===== src/rtl/vga_timing_pkg.sv =====
// vga_timing_pkg: shared VGA raster constants (640x480 @ 60 Hz defaults)
// and the coordinate type. The generator, the renderer and the game logic
// all import this package so they agree on the raster geometry.
package vga_timing_pkg;

    localparam int DEF_H_ACTIVE = 640;
    localparam int DEF_H_FP     = 16;
    localparam int DEF_H_SYNC   = 96;
    localparam int DEF_H_BP     = 48;
    localparam int DEF_V_ACTIVE = 480;
    localparam int DEF_V_FP     = 10;
    localparam int DEF_V_SYNC   = 2;
    localparam int DEF_V_BP     = 33;
    localparam int DEF_CW       = 10;

    localparam int H_TOTAL = DEF_H_ACTIVE + DEF_H_FP + DEF_H_SYNC + DEF_H_BP;
    localparam int V_TOTAL = DEF_V_ACTIVE + DEF_V_FP + DEF_V_SYNC + DEF_V_BP;

    typedef logic [DEF_CW-1:0] coord_t;

endpackage


===== src/rtl/vga_axis_counter.sv =====
// vga_axis_counter: one raster axis (horizontal or vertical).
// Counts 0..TOTAL-1 on each adv pulse and wraps to 0. The sync and active
// flags are registered from the next count, so they always describe the
// same position as count (no skew).
// Ports:
//   clk, rst_n  : clock, async active-low reset (count resets to TOTAL-1)
//   adv         : advance enable
//   count       : current position
//   next_count  : position after the next advance
//   wrap        : count is at the last position of the axis
//   sync_n      : active-low sync for the current position
//   active      : current position is inside the visible region
module vga_axis_counter #(
    parameter int CW   = 10,
    parameter int ACT  = 640,
    parameter int FP   = 16,
    parameter int SYNC = 96,
    parameter int BP   = 48
) (
    input  logic          clk,
    input  logic          rst_n,
    input  logic          adv,
    output logic [CW-1:0] count,
    output logic [CW-1:0] next_count,
    output logic          wrap,
    output logic          sync_n,
    output logic          active
);
    localparam int            TOTAL      = ACT + FP + SYNC + BP;
    localparam logic [CW-1:0] LAST       = CW'(TOTAL - 1);
    localparam logic [CW-1:0] SYNC_FIRST = CW'(ACT + FP);
    localparam logic [CW-1:0] SYNC_LAST  = CW'(ACT + FP + SYNC - 1);
    localparam logic [CW-1:0] ACT_END    = CW'(ACT);
    // Flag values for the reset position (last position of the axis).
    localparam logic SYNC_N_RST = !((TOTAL - 1 >= ACT + FP) && (TOTAL - 1 <= ACT + FP + SYNC - 1));
    localparam logic ACTIVE_RST = (TOTAL - 1 < ACT);

    logic [CW-1:0] count_q, count_d;
    logic          sync_n_q, sync_n_d;
    logic          active_q, active_d;

    always_comb begin
        next_count = (count_q == LAST) ? '0 : count_q + 1'b1;
        count_d    = count_q;
        sync_n_d   = sync_n_q;
        active_d   = active_q;
        if (adv) begin
            count_d  = next_count;
            sync_n_d = !((next_count >= SYNC_FIRST) && (next_count <= SYNC_LAST));
            active_d = (next_count < ACT_END);
        end
    end

    always_ff @(posedge clk or negedge rst_n) begin
        if (!rst_n) begin
            count_q  <= LAST;
            sync_n_q <= SYNC_N_RST;
            active_q <= ACTIVE_RST;
        end else begin
            count_q  <= count_d;
            sync_n_q <= sync_n_d;
            active_q <= active_d;
        end
    end

    assign count  = count_q;
    assign wrap   = (count_q == LAST);
    assign sync_n = sync_n_q;
    assign active = active_q;

endmodule


===== src/rtl/vga_timing_gen.sv =====
// vga_timing_gen: VGA raster timing generator.
// Produces the current pixel (sx, sy), the lookahead pixel (next_x, next_y),
// active-low syncs, blank, line/frame strobes and a 16-bit frame counter.
// Reset parks the raster on the last pixel of a frame, so the first pixel
// advance after release lands on (0,0) and fires both strobes.
// Optional feature macro: VGA_TIMING_PIX_DIV_EN
//   defined   : internal /2 divider drives pix_ce (25 MHz pixels from 50 MHz)
//   undefined : pix_ce = 1, every clock is one pixel
// Ports:
//   CLOCK_50, rst_n      : clock, async active-low reset
//   pix_ce               : pixel-advance enable
//   sx, sy               : current pixel coordinate
//   next_x, next_y       : coordinate after the next pixel advance
//   VGA_HS, VGA_VS       : active-low syncs
//   VGA_BLANK_N          : high inside the visible area
//   VGA_SYNC_N           : tied low
//   line_start           : one-clock strobe on entering x=0
//   frame_start          : one-clock strobe on entering (0,0)
//   frame_cnt            : frames started since reset
module vga_timing_gen
    import vga_timing_pkg::*;
#(
    parameter int H_ACTIVE = DEF_H_ACTIVE,
    parameter int H_FP     = DEF_H_FP,
    parameter int H_SYNC   = DEF_H_SYNC,
    parameter int H_BP     = DEF_H_BP,
    parameter int V_ACTIVE = DEF_V_ACTIVE,
    parameter int V_FP     = DEF_V_FP,
    parameter int V_SYNC   = DEF_V_SYNC,
    parameter int V_BP     = DEF_V_BP,
    parameter int CW       = DEF_CW
) (
    input  logic          CLOCK_50,
    input  logic          rst_n,
    output logic          pix_ce,
    output logic [CW-1:0] sx,
    output logic [CW-1:0] sy,
    output logic [CW-1:0] next_x,
    output logic [CW-1:0] next_y,
    output logic          VGA_HS,
    output logic          VGA_VS,
    output logic          VGA_BLANK_N,
    output logic          VGA_SYNC_N,
    output logic          line_start,
    output logic          frame_start,
    output logic [15:0]   frame_cnt
);
    logic [CW-1:0] h_next, v_next;
    logic          h_wrap, v_wrap;
    logic          h_sync_n, v_sync_n;
    logic          h_active, v_active;

`ifdef VGA_TIMING_PIX_DIV_EN
    logic pix_ce_q, pix_ce_d;

    always_comb pix_ce_d = !pix_ce_q;

    always_ff @(posedge CLOCK_50 or negedge rst_n) begin
        if (!rst_n) pix_ce_q <= 1'b0;
        else        pix_ce_q <= pix_ce_d;
    end

    assign pix_ce = pix_ce_q;
`else
    assign pix_ce = 1'b1;
`endif

    vga_axis_counter #(
        .CW(CW), .ACT(H_ACTIVE), .FP(H_FP), .SYNC(H_SYNC), .BP(H_BP)
    ) u_h (
        .clk(CLOCK_50), .rst_n(rst_n), .adv(pix_ce),
        .count(sx), .next_count(h_next), .wrap(h_wrap),
        .sync_n(h_sync_n), .active(h_active)
    );

    // Vertical axis steps once per line, on the horizontal wrap.
    vga_axis_counter #(
        .CW(CW), .ACT(V_ACTIVE), .FP(V_FP), .SYNC(V_SYNC), .BP(V_BP)
    ) u_v (
        .clk(CLOCK_50), .rst_n(rst_n), .adv(pix_ce & h_wrap),
        .count(sy), .next_count(v_next), .wrap(v_wrap),
        .sync_n(v_sync_n), .active(v_active)
    );

    assign next_x = h_next;
    assign next_y = h_wrap ? v_next : sy;

    // Strobes are registered every clock (not gated by pix_ce) so they
    // last exactly one CLOCK_50 cycle even when the divider is built in.
    logic        line_start_q, line_start_d;
    logic        frame_start_q, frame_start_d;
    logic [15:0] frame_cnt_q, frame_cnt_d;

    always_comb begin
        line_start_d  = pix_ce & h_wrap;
        frame_start_d = pix_ce & h_wrap & v_wrap;
        frame_cnt_d   = frame_cnt_q;
        if (frame_start_d) frame_cnt_d = frame_cnt_q + 16'd1;
    end

    always_ff @(posedge CLOCK_50 or negedge rst_n) begin
        if (!rst_n) begin
            line_start_q  <= 1'b0;
            frame_start_q <= 1'b0;
            frame_cnt_q   <= '0;
        end else begin
            line_start_q  <= line_start_d;
            frame_start_q <= frame_start_d;
            frame_cnt_q   <= frame_cnt_d;
        end
    end

    assign line_start  = line_start_q;
    assign frame_start = frame_start_q;
    assign frame_cnt   = frame_cnt_q;
    assign VGA_HS      = h_sync_n;
    assign VGA_VS      = v_sync_n;
    assign VGA_BLANK_N = h_active & v_active;
    assign VGA_SYNC_N  = 1'b0;

endmodule


===== config.mk =====
export PLATFORM = sky130hd
export DESIGN_NAME = vga_timing_gen
export DESIGN_NICKNAME = d
export VERILOG_FILES = /design/src/rtl/vga_timing_pkg.sv /design/src/rtl/vga_axis_counter.sv /design/src/rtl/vga_timing_gen.sv
export SDC_FILE = /design/constraint.sdc
export NUM_CORES = 1
export LEC_CHECK = 0
export BUFFER_PORTS_ARGS = -buffer_cell sky130_fd_sc_hd__buf_2
export CAP_MARGIN = 5
export CORE_MARGIN = 3
export CORE_UTILIZATION = 50
export CTS_BUF_LIST = sky130_fd_sc_hd__clkbuf_4 sky130_fd_sc_hd__clkbuf_8 sky130_fd_sc_hd__clkbuf_16
export CTS_CLUSTER_SIZE = 14
export DETAILED_ROUTE_END_ITERATION = 10
export PLACE_DENSITY_LB_ADDON = 0.05
export RECOVER_POWER = 100
export SYNTH_ARGS = -nofsm -noshare
export SYNTH_HDL_FRONTEND = slang
export SYNTH_SLANG_ARGS = --single-unit

===== constraint.sdc =====
create_clock -name CLOCK_50 -period 4.2 [get_ports CLOCK_50]
set_clock_uncertainty 0.1 [all_clocks]
set_input_delay 0.84 -clock CLOCK_50 [delete_from_list [all_inputs] [get_ports CLOCK_50]]
set_output_delay 0.84 -clock CLOCK_50 [all_outputs]
set_load 0.02 [all_outputs]

==> flow_metrics.tcl <==
set metrics [dict create \
    status "complete, but fails checks" \
    violations "max-capacitance violations, max-slew violations" \
    crit_required_ps 3260 \
    power.switching_fraction 0.2059 \
    synthToLayoutAreaGrowth_pct 15.43 \
    clockBufferDepth 2 \
    mostFrequentLayoutCells "56 x sky130_fd_sc_hd__clkbuf_1, 30 x sky130_fd_sc_hd__dfrtp_1, 26 x sky130_fd_sc_hd__nand2_1" \
    post_dp_cell_area_sq_um 2455 \
    fillers 378 \
    ir_drop_mv 0.2009 \
    timing.max_cap.violations 1 \
    route.final.wire_length_microns 4590 \
    antenna_found_initial 0 \
    synth.distinct_cells 38 \
    finalHoldViolations 0 \
    multi_input_area_sq_um 955.9 \
    die_height_microns 71.30 \
    finalSetupViolCount 0 \
    hpwlAfterDp_microns 3323 \
    dp_slack_ps 1037 \
    power.combinational.fraction 0.013 \
    max-slew-margin-rel -0.4447 \
    fin_total_pwr_mw 0.6843 \
    p_int_mw 0.5434 \
    worst_setup_path_endpoint "next_y[4]" \
    synth.yosys.warnings 0 \
    route.vias.total 1778 \
    yosys_most_used_dff "sky130_fd_sc_hd__dfrtp_1" \
    routabilityCongestion 0.8571 \
    yosysSeqAreaShare 0.5000 \
    design.core.area_sq_um 4058 \
    floorplan.die_area_sq_um 5084 \
    synth-async-reset-ratio 1.000 \
    floorplan.io_pins 65 \
    worstSetupEndpointType "primary output" \
    tritoncts "yes" \
    floorplan.die.width_microns 71.30 \
    initial_core_util 0.5254 \
    synth_enable_flop_cells 0 \
    drt_first_iter_violations 117 \
    period_needed_ps 3605 \
    worst-path-max-fanout 11 \
    clk_root_buffer_cell "sky130_fd_sc_hd__clkbuf_8" \
    place.port_buffers 62 \
    max_freq_ghz 0.2774 \
    critical_path.reg2reg.endpoint "frame_cnt[6]$_DFFE_PN0P_" \
    worst_slew_pin_slew_ps 2167 \
    total_leakage_power_nw 1.051 \
    total_number_of_nets_in_the_final_design 282 \
    drt-pass1-iter-count 4 \
    h-tree-depth 2 \
    timing.hold.worst.class "reg -> reg" \
    crit_type "reg -> out" \
    final_common_cell "sky130_fd_sc_hd__clkbuf_1" \
    cts-buffers-inserted 5 \
    synthesis.nets 221 \
    final_min_period_over_clock_period 0.8584 \
    clk-insertion-delay-late_ps 290 \
    ff2ff_path_depth 5 \
    regToRegSetupSlack_ps 1430 \
    critical_path_arrival_ps 2670 \
    grt-ovfl-total 0 \
    powerDensity_nw_per_um2 278.1 \
    cts_setup_buffers 0 \
    cp_cell_sequence "ha_1, and4_1, nand4_1, buf_4, clkinv_1, nand2_1, or3_1, o21ai_0, clkbuf_1" \
    wire_per_inst_microns 14.12 \
    synth.cell_area_sq_um 2132 \
    number_of_global_route_vias_before_repair 1650 \
    cts_resized 0 \
    drive_gt1_frac 0.09091 \
    rows 23 \
    maximum_number_of_pins_on_one_net_before_global_route_repair 43 \
    synthesis.instances 213 \
    cts_hold_buffers 0 \
    timing.critical_path.slowest_cell_delay_ps 640 \
    final_cell_area_sq_um 2461 \
    finalMaxSlewViolations 43 \
    crit_path_start "u_h.count[0]$_DFF_PN1_" \
    layout_setup_ws_ps 594.9 \
    sequential_cell_area_sq_um 1066 \
    cts.reportedPaths.clkPinSlew_ps 80 \
    yosys_register_bits 42 \
    p_seq_frac 0.591 \
    timing.setup.tns_ps 0 \
    worst_setup_path_start_kind "flip-flop" \
    global_route_wire_length_before_repair_microns 7659 \
    timing.rr.start "u_v.count[2]$_DFF_PN1_" \
    max_stage_delay_cell_worst_path "sky130_fd_sc_hd__dfstp_1" \
    antenna_left 0 \
    post_dr_vias_cell 5.471 \
    grt.total_usage 0.1883 \
    clock-sinks 42 \
    syn-mean-instance-area_sq_um 10.01 \
    setup_repair_after_global_routing_missed_its_margin "false" \
    p_sw_mw 0.1409 \
    drc 0 \
    power.clock.fraction 0.396 \
    n_antenna_cell 0 \
]
worst min path at each step:
stage,endpoint,start,slack [ps],depth (start not counted)
after floorplan,u_v.active$_DFFE_PN0N_,u_v.active$_DFFE_PN0N_,330,2
after global placement,u_v.active$_DFFE_PN0N_,u_v.active$_DFFE_PN0N_,350,2
after detailed placement,u_v.active$_DFFE_PN0N_,u_v.active$_DFFE_PN0N_,360,2
after CTS,frame_cnt[15]$_DFFE_PN0P_,frame_cnt[15]$_DFFE_PN0P_,380,1
after global routing,frame_cnt[15]$_DFFE_PN0P_,frame_cnt[15]$_DFFE_PN0P_,400,1
final,frame_cnt[15]$_DFFE_PN0P_,frame_cnt[15]$_DFFE_PN0P_,370,1
worst max-delay path, delay by kind of cell (launching register included):
kind	cells	cell delay, ps
simple gates	4	780
buf+inv	3	580
fa+ha+maj	1	270
flops	1	640
compound gates	1	100
power by group through the flow:
stage	sequential [mW]	combinational (mW)	clock (mW)
after CTS	0.405	0.0101	0.283
after global routing	0.404	0.0108	0.296
after detailed placement	0.412	0.00997	0
final	0.404	0.00905	0.271
after global placement	0.412	0.00993	0
after floorplan	0.412	0.00298	0
metal layers:
metal / routed length (microns) / GRT usage
met5: 0 / 0
met4: 64 / 0.06054
met3: 397 / 0.05610
met2: 2094 / 0.2918
met1: 2033 / 0.2543
registers in the layout, summed over array words and instances, names as in the netlist:
signal and count:
frame_start 1, line_start 1, u_v.active 1, u_v.sync_n 1, u_h.sync_n 1, frame_cnt 16
u_h.count 10, u_h.active 1, u_v.count 10
cell families after synthesis:
logic type	count (synthesis)	share of synthesized area
compound gates	26	0.07042
xor+xnor	26	0.1068
fa+ha+maj	6	0.03521
buf+inv	17	0.04283
flops	42	0.5000
mux	2	0.01056
other cells	2	0.003522
simple gates	92	0.2306
area by class of cell:
type / count / share of cell area
clock buffer: 7 / 0.03660
tap: 50 / 0.02542
sequential: 42 / 0.4331
clock inverter: 1 / 0.002034
inverter: 7 / 0.01068
multi-input combinational: 154 / 0.3884
timing repair buffer: 64 / 0.1037
cells in the mapped netlist (all sizes together) (5+ instances only):
library cell | count | area [sq um]
and3 | 5 | 31.28
buf | 7 | 53.79
dfrtp | 30 | 750.7
dfstp | 12 | 315.3
ha | 6 | 75.07
inv | 6 | 22.52
nand2 | 26 | 97.59
nand3 | 13 | 65.06
nand4 | 11 | 68.82
nor2 | 15 | 63.81
nor3 | 6 | 41.29
o21ai | 13 | 65.06
xnor2 | 13 | 113.9
xor2 | 13 | 113.9
through the flow:
stage               std cells    util  hold slack [ps]
finish                    325  0.6065            368.1
global route              325  0.6065            395.4
global placement          317  0.6050            347.6
floorplan                 213       -            330.4
CTS                       325  0.6284            375.5
detailed placement        317  0.6050            365.0
(Power assumes the default switching activity.)
